[config.mk]
export PLATFORM = sky130hd
export DESIGN_NAME = dram_loader
export DESIGN_NICKNAME = d
export VERILOG_FILES = /design/src/rtl/ebox_pkg.sv /design/src/rtl/dram_parity_gen.sv /design/src/rtl/dram_loader.sv
export SDC_FILE = /design/constraint.sdc
export NUM_CORES = 1
export LEC_CHECK = 0
export ABC_AREA = 0
export BUFFER_PORTS_ARGS = -buffer_cell sky130_fd_sc_hd__clkbuf_2
export CORE_MARGIN = 2
export CORE_UTILIZATION = 50
export CTS_CLUSTER_DIAMETER = 60
export CTS_CLUSTER_SIZE = 25
export DETAILED_ROUTE_END_ITERATION = 12
export PLACE_DENSITY = 0.73
export REMOVE_ABC_BUFFERS = 1
export SLEW_MARGIN = 0
export SYNTH_ARGS = -nofsm -noshare
export SYNTH_HDL_FRONTEND = slang
export SYNTH_SLANG_ARGS = --single-unit
[constraint.sdc]
create_clock -name clk -period 3.88 [get_ports clk]
set_input_delay 0 -clock clk [delete_from_list [all_inputs] [get_ports clk]]
set_output_delay 0 -clock clk [all_outputs]
set_load 0.05 [all_outputs]
[src/rtl/ebox_pkg.sv]
`default_nettype none
`timescale 1ns/1ps
// ============================================================================
// ebox_pkg
//   Shared EBOX types: DRAM word layout, diag load function codes and the
//   DRAM loader commit-sequence states.
//   Revision: 1.0
// ============================================================================
package ebox_pkg;

    localparam int DRAM_WORD_W    = 15;
    localparam int DRAM_PAYLOAD_W = 14;

    // Field order gives word bits [0:14] = A, B, PAR, J[1:4], J[7:10].
    typedef struct packed {
        logic [0:2] A;
        logic [0:2] B;
        logic       PAR;
        logic [0:3] J1_4;
        logic [0:3] J7_10;
    } dramWord_t;

    localparam logic [2:0] DRAMLD_AB_EVEN    = 3'd0;
    localparam logic [2:0] DRAMLD_AB_ODD     = 3'd1;
    localparam logic [2:0] DRAMLD_J1_4       = 3'd2;
    localparam logic [2:0] DRAMLD_J7_10_EVEN = 3'd3;
    localparam logic [2:0] DRAMLD_J7_10_ODD  = 3'd4;
    localparam logic [2:0] DRAMLD_ADDR_HI    = 3'd5;
    localparam logic [2:0] DRAMLD_ADDR_LO    = 3'd6;
    localparam logic [2:0] DRAMLD_COMMIT     = 3'd7;

    typedef enum logic [2:0] {
        DL_IDLE = 3'd0,
        DL_WR_E = 3'd1,
        DL_WR_O = 3'd2,
        DL_RD_E = 3'd3,
        DL_CK_E = 3'd4,
        DL_CK_O = 3'd5
    } dramLdState_t;

    function automatic dramWord_t dram_pack(input logic [0:5] ab,
                                            input logic [0:3] j14,
                                            input logic [0:3] j7,
                                            input logic       par);
        dramWord_t w;
        w.A     = ab[0:2];
        w.B     = ab[3:5];
        w.PAR   = par;
        w.J1_4  = j14;
        w.J7_10 = j7;
        return w;
    endfunction

endpackage
`default_nettype wire

[src/rtl/dram_parity_gen.sv]
`default_nettype none
`timescale 1ns/1ps
// ============================================================================
// dram_parity_gen
//   Parity bit for a DRAM word given its 14 non-parity bits.
//   Revision: 1.0
// ============================================================================
module dram_parity_gen
    import ebox_pkg::*;
#(
    parameter int PAYLOAD_W = DRAM_PAYLOAD_W
) (
    input  logic [0:PAYLOAD_W-1] payload_i,
    output logic                 par_o
);

    // Odd parity: PAR makes the XOR across the whole word equal 1.
    assign par_o = ~(^payload_i);

endmodule
`default_nettype wire

[src/rtl/dram_loader.sv]
`default_nettype none
`timescale 1ns/1ps
// ============================================================================
// dram_loader
//   Diagnostic writer for the dispatch RAM: stages an even/odd word pair from
//   load functions 060-067, writes both words, then reads back and verifies.
//   Revision: 1.0
// ============================================================================
module dram_loader
    import ebox_pkg::*;
#(
    parameter int DRAM_WIDTH     = 15,
    parameter int DRAM_ADDR_BITS = 9
) (
    input  logic                      clk,
    input  logic                      reset,
    input  logic                      diagStrobe,
    input  logic [4:6]                diagFunc,
    input  logic [0:5]                ebusData,
    input  logic                      autoInc,
    output logic [0:DRAM_ADDR_BITS-1] memAddr,
    output logic [0:DRAM_WIDTH-1]     memDin,
    output logic                      memWe,
    input  logic [0:DRAM_WIDTH-1]     memDout,
    output logic                      busy,
    output logic                      done,
    output logic                      verifyErr,
    output logic                      overrun,
    output logic [0:DRAM_ADDR_BITS-2] pairAddr
);

    localparam int PAIR_W = DRAM_ADDR_BITS - 1;

    dramLdState_t              state_q, state_d;
    logic [0:5]                evenAB_q, evenAB_d;
    logic [0:5]                oddAB_q, oddAB_d;
    logic [0:3]                j14_q, j14_d;
    logic [0:3]                evenJ7_q, evenJ7_d;
    logic [0:3]                oddJ7_q, oddJ7_d;
    logic [0:PAIR_W-1]         pairAddr_q, pairAddr_d;
    logic [0:DRAM_ADDR_BITS-1] memAddr_q, memAddr_d;
    logic [0:DRAM_WIDTH-1]     memDin_q, memDin_d;
    logic                      memWe_q, memWe_d;
    logic                      done_q, done_d;
    logic                      verifyErr_q, verifyErr_d;
    logic                      overrun_q, overrun_d;

    logic                      evenPar, oddPar;
    dramWord_t                 evenWord, oddWord;
    logic                      accept, start;
    logic [0:PAIR_W-1]         pairBase;

    dram_parity_gen #(.PAYLOAD_W(DRAM_PAYLOAD_W)) u_par_even (
        .payload_i ({evenAB_q, j14_q, evenJ7_q}),
        .par_o     (evenPar)
    );

    dram_parity_gen #(.PAYLOAD_W(DRAM_PAYLOAD_W)) u_par_odd (
        .payload_i ({oddAB_q, j14_q, oddJ7_q}),
        .par_o     (oddPar)
    );

    assign evenWord = dram_pack(evenAB_q, j14_q, evenJ7_q, evenPar);
    assign oddWord  = dram_pack(oddAB_q, j14_q, oddJ7_q, oddPar);

    // The final check cycle also accepts a strobe so commits can run back to back.
    assign accept = diagStrobe && ((state_q == DL_IDLE) || (state_q == DL_CK_O));
    assign start  = accept && (diagFunc == DRAMLD_COMMIT);

    always_comb begin
        state_d     = state_q;
        evenAB_d    = evenAB_q;
        oddAB_d     = oddAB_q;
        j14_d       = j14_q;
        evenJ7_d    = evenJ7_q;
        oddJ7_d     = oddJ7_q;
        memAddr_d   = memAddr_q;
        memDin_d    = memDin_q;
        memWe_d     = 1'b0;
        done_d      = 1'b0;
        verifyErr_d = verifyErr_q;
        overrun_d   = overrun_q;

        pairBase = pairAddr_q;
        if ((state_q == DL_CK_O) && autoInc) begin
            pairBase = pairAddr_q + 1'b1;
        end
        pairAddr_d = pairBase;

        if (accept) begin
            case (diagFunc)
                DRAMLD_AB_EVEN:    evenAB_d         = ebusData;
                DRAMLD_AB_ODD:     oddAB_d          = ebusData;
                DRAMLD_J1_4:       j14_d            = ebusData[2:5];
                DRAMLD_J7_10_EVEN: evenJ7_d         = ebusData[2:5];
                DRAMLD_J7_10_ODD:  oddJ7_d          = ebusData[2:5];
                DRAMLD_ADDR_HI:    pairAddr_d[0:5]  = ebusData;
                DRAMLD_ADDR_LO:    pairAddr_d[6:7]  = ebusData[4:5];
                default:           ;
            endcase
        end

        if (diagStrobe && !accept) begin
            overrun_d = 1'b1;
        end
        if (start) begin
            verifyErr_d = 1'b0;
            if (state_q == DL_IDLE) begin
                overrun_d = 1'b0;
            end
        end

        // memAddr_d is the address presented during the following state.
        case (state_q)
            DL_WR_E: begin
                state_d   = DL_WR_O;
                memAddr_d = {pairAddr_q, 1'b1};
                memDin_d  = oddWord;
                memWe_d   = 1'b1;
            end
            DL_WR_O: begin
                state_d   = DL_RD_E;
                memAddr_d = {pairAddr_q, 1'b0};
            end
            DL_RD_E: begin
                state_d   = DL_CK_E;
                memAddr_d = {pairAddr_q, 1'b1};
            end
            DL_CK_E: begin
                state_d = DL_CK_O;
                done_d  = 1'b1;
                if (memDout != evenWord) begin
                    verifyErr_d = 1'b1;
                end
            end
            DL_CK_O: begin
                // A mismatch on the outgoing pair wins over a same-cycle restart's clear.
                state_d = DL_IDLE;
                if (memDout != oddWord) begin
                    verifyErr_d = 1'b1;
                end
            end
            default: state_d = DL_IDLE;
        endcase

        if (start) begin
            state_d   = DL_WR_E;
            memAddr_d = {pairBase, 1'b0};
            memDin_d  = evenWord;
            memWe_d   = 1'b1;
        end
    end

    always_ff @(posedge clk or posedge reset) begin
        if (reset) begin
            state_q     <= DL_IDLE;
            evenAB_q    <= '0;
            oddAB_q     <= '0;
            j14_q       <= '0;
            evenJ7_q    <= '0;
            oddJ7_q     <= '0;
            pairAddr_q  <= '0;
            memAddr_q   <= '0;
            memDin_q    <= '0;
            memWe_q     <= 1'b0;
            done_q      <= 1'b0;
            verifyErr_q <= 1'b0;
            overrun_q   <= 1'b0;
        end else begin
            state_q     <= state_d;
            evenAB_q    <= evenAB_d;
            oddAB_q     <= oddAB_d;
            j14_q       <= j14_d;
            evenJ7_q    <= evenJ7_d;
            oddJ7_q     <= oddJ7_d;
            pairAddr_q  <= pairAddr_d;
            memAddr_q   <= memAddr_d;
            memDin_q    <= memDin_d;
            memWe_q     <= memWe_d;
            done_q      <= done_d;
            verifyErr_q <= verifyErr_d;
            overrun_q   <= overrun_d;
        end
    end

    assign memAddr   = memAddr_q;
    assign memDin    = memDin_q;
    assign memWe     = memWe_q;
    assign busy      = (state_q != DL_IDLE);
    assign done      = done_q;
    assign verifyErr = verifyErr_q;
    assign overrun   = overrun_q;
    assign pairAddr  = pairAddr_q;

endmodule
`default_nettype wire

==> impl_metrics.env <==
export IMPL_grt_pass1_vias=2515
export IMPL_required_ns=4.09
export IMPL_placeableCoreArea_um2=6422
export IMPL_antenna_violating_nets_post_route=0
export IMPL_synth_avg_cell_area_um2=10.95
export IMPL_chipWidth_um=86
export IMPL_final_hold_viol_count=0
export IMPL_worstSetupStartpointType="flop"
export IMPL_critical_path_arrival_ns=2.75
export IMPL_pin_count=65
export IMPL_remaining_drc_errors=0
export IMPL_routed_wire_length_per_instance_um=17.21
export IMPL_maxClockFrequency_mhz=392.4
export IMPL_peak_per_stage_delay_on_the_critical_path_ns=0.83
export IMPL_netlist_instances=307
export IMPL_postCtsResizedCells=0
export IMPL_cts_root_buf="clkbuf_8"
export IMPL_tritoncts_num_sinks=63
export IMPL_detail_route_vias_per_cell=5.662
export IMPL_first_pass_detailed_route_iteration_total=4
export IMPL_antenna_cells=0
export IMPL_tritoncts_clock_tree="built"
export IMPL_yosys_cell_types_count=52
export IMPL_synth_cell_area_um2=3362
export IMPL_clock_tree_htree_level_count=3
export IMPL_grt_usage_pct=22.48
export IMPL_r2r_setup_slack_ns=1.33
export IMPL_crit_path_end_kind="flop"
export IMPL_synth_top_area_share_pct=46.89
export IMPL_critical_path_peak_fanout=18
export IMPL_timing_final_max_slew_violations=0
export IMPL_layout_cells_most_common_list="clkbuf_2 (64), dfrtp_1 (63), mux2_2 (31)"
export IMPL_critical_path_class="flop to flop"
export IMPL_total_power_mw=4.262
export IMPL_rsz0062_at_grt="no"
export IMPL_dp_final_hpwl_um=5593
export IMPL_period_share_pct=65.68
export IMPL_synth_edff_count=0
export IMPL_report_final_setup_viol=0
export IMPL_synth_seq_area_share_pct=46.89
export IMPL_route_vias_total=2582
export IMPL_final_nets=404
export IMPL_initial_utilization_pct=52.35
export IMPL_cp_slowest_cell="and3_1"
export IMPL_drt_iter0_markers=160
export IMPL_vdd_drop_max_mv=0.7114
export IMPL_clk_latency_ns=0.34
export IMPL_timing_slew_headroom_pct=35.12
export IMPL_finalWirelength_um=7847
export IMPL_wp_buf_inv=0
export IMPL_final_setup_skew_ns=0.007648
export IMPL_final_period_minus_worst_setup_slack_ns=2.548
export IMPL_total_cts_buffers=9
export IMPL_ys_ff_latch=63
export IMPL_port_buffer_count=64
export IMPL_die_ht_um=86
export IMPL_status="finished, final reports clean"
export IMPL_dominantRegCellSynth="dfrtp_1"
export IMPL_place_congestion=0.9698
export IMPL_yosysTopAreaCell="dfrtp_1"
export IMPL_min_path_type="input pin to flop"
export IMPL_die_area_um2=7396
export IMPL_first_pass_grt_wire_length_um=12750
export IMPL_cp_top_family="simple AND/OR/NAND/NOR gates"
export IMPL_grt_antenna_before_repair=0
export IMPL_post_route_cells_drive_above_1_share_pct=32.45
export IMPL_p_per_area_nw_per_um2=1078
export IMPL_syn2layout_area_growth_pct=17.64
export IMPL_grt_start_max_net_pins=42
export IMPL_floorplan_rows=29
export IMPL_crit_chain="xnor2_1, and4b_1, and3_1, nor2_8, a22oi_1, o21ai_1"
export IMPL_clock_path_buffers=2
export IMPL_layout_cells_most_common="clkbuf_2"
export IMPL_worst_setup_hold_path_clk_slew_ns=0.07
export IMPL_post_route_util_pct=61.58
export IMPL_remaining_global_route_overflow=0
export IMPL_post_cts_setup_buffers=0
export IMPL_timing_setup_tns_ns=0
export IMPL_synth_top_cells_by_area="dfrtp_1 (47%), mux2_2 (10%), xnor2_1 (7.0%)"
export IMPL_slew_at_the_pin_closest_to_its_max_slew_limit_ns=0.9732
export IMPL_stdcell_count=456
export IMPL_total_leakage_power_nw=1.894
export IMPL_drv_max_cap_violation_count=0
export IMPL_async_flop_share_pct=100.0
export IMPL_instance_count_after_placement_with_tap_cells_included=437
export IMPL_synth_warning_count=0
-- cell usage after synthesis (3+ instances only) --
master,number
buf_4,3
o21ai_0,10
nor2_1,20
mux2i_1,4
clkbuf_1,4
nand2b_1,3
dfrtp_1,63
xnor2_1,27
a21oi_1,11
mux2_2,31
buf_2,4
and3_1,4
xor2_1,17
nand3_1,9
nor3b_1,4
a22oi_1,11
inv_1,8
nand2_1,30
-- area by class of cell --
| cell class | count | area [µm²] |
|---|---|---|
| Fill cell | 538 | 2467 |
| Timing Repair Buffer | 70 | 375.4 |
| Clock inverter | 4 | 45.04 |
| Clock buffer | 11 | 151.4 |
| Sequential cell | 63 | 1577 |
| Inverter | 8 | 30.03 |
| Multi-Input combinational cell | 223 | 1680 |
| Tap cell | 77 | 96.34 |
-- power breakdown --
group / internal (mW) / total, mW / switching [mW]
registers: 0.973 / 1.34 / 0.366
clock network: 0.325 / 0.571 / 0.246
logic: 0.950 / 2.35 / 1.40
total: 2.25 / 4.26 / 2.01
-- per-stage QoR --
step / instance area (µm²) / setup WS, ns / hold slack (ns)
5_1_grt: 3955 / 1.188 / 0.02614
6_report: 3955 / 1.332 / 0.02130
4_1_cts: 3955 / 1.345 / 0.02375
2_1_floorplan: 3282 / 1.724 / 0.1288
3_5_place_dp: 3719 / 1.349 / 0.03143
3_3_place_gp: 3719 / 1.435 / 0.02776
-- worst min-delay path, stage by stage --
cell	delay, ns
clkbuf_2	0.15
nor2_1	0.12
a21oi_1	0.04
-- flip-flops by register name, summed over array words and instances (netlist names) --
signal,count
oddJ7_q,4
evenJ7_q,4
oddAB_q,6
evenAB_q,6
overrun,1
state_q,3
memWe,1
memAddr,9
j14_q,4
memDin,15
pairAddr,8
done,1
verifyErr,1
-- path summary, 6_finish.rpt --
kind	start	to	cells past startpoint
setup / recovery	state_q[2]	memDin[6]	6
hold / removal	ebusData[3]	pairAddr[3]	3
setup reg to reg	state_q[2]	memDin[6]	6
hold reg to reg	memDin[14]	memDin[14]	2
max in group asynchronous	reset	j14_q[3]	4
min in group asynchronous	reset	state_q[2]	3
-- cells by family after synthesis --
logic type	Yosys count	share of synthesized area (%)
fa+ha+maj	1	0.3721
buf+inv	21	3.275
flops	63	46.89
mux	35	11.57
simple gates	92	15.11
xor+xnor	46	12.84
compound gates	49	9.937
-- repair_timing --
item                       in CTS  in global routing
hold endpoints to repair       29                  0
setup endpoints to repair       0                  0
hold buffers                    4                  0
-- layer usage --
| metal | part of all wire [%] | global-route usage [%] |
|---|---|---|
| met1 | 44 | 31.55 |
| met2 | 47 | 33.90 |
| met3 | 7.7 | 4.716 |
| met4 | 1.6 | 9.380 |
| met5 | 0 | 0 |
(Power assumes the default switching activity.)
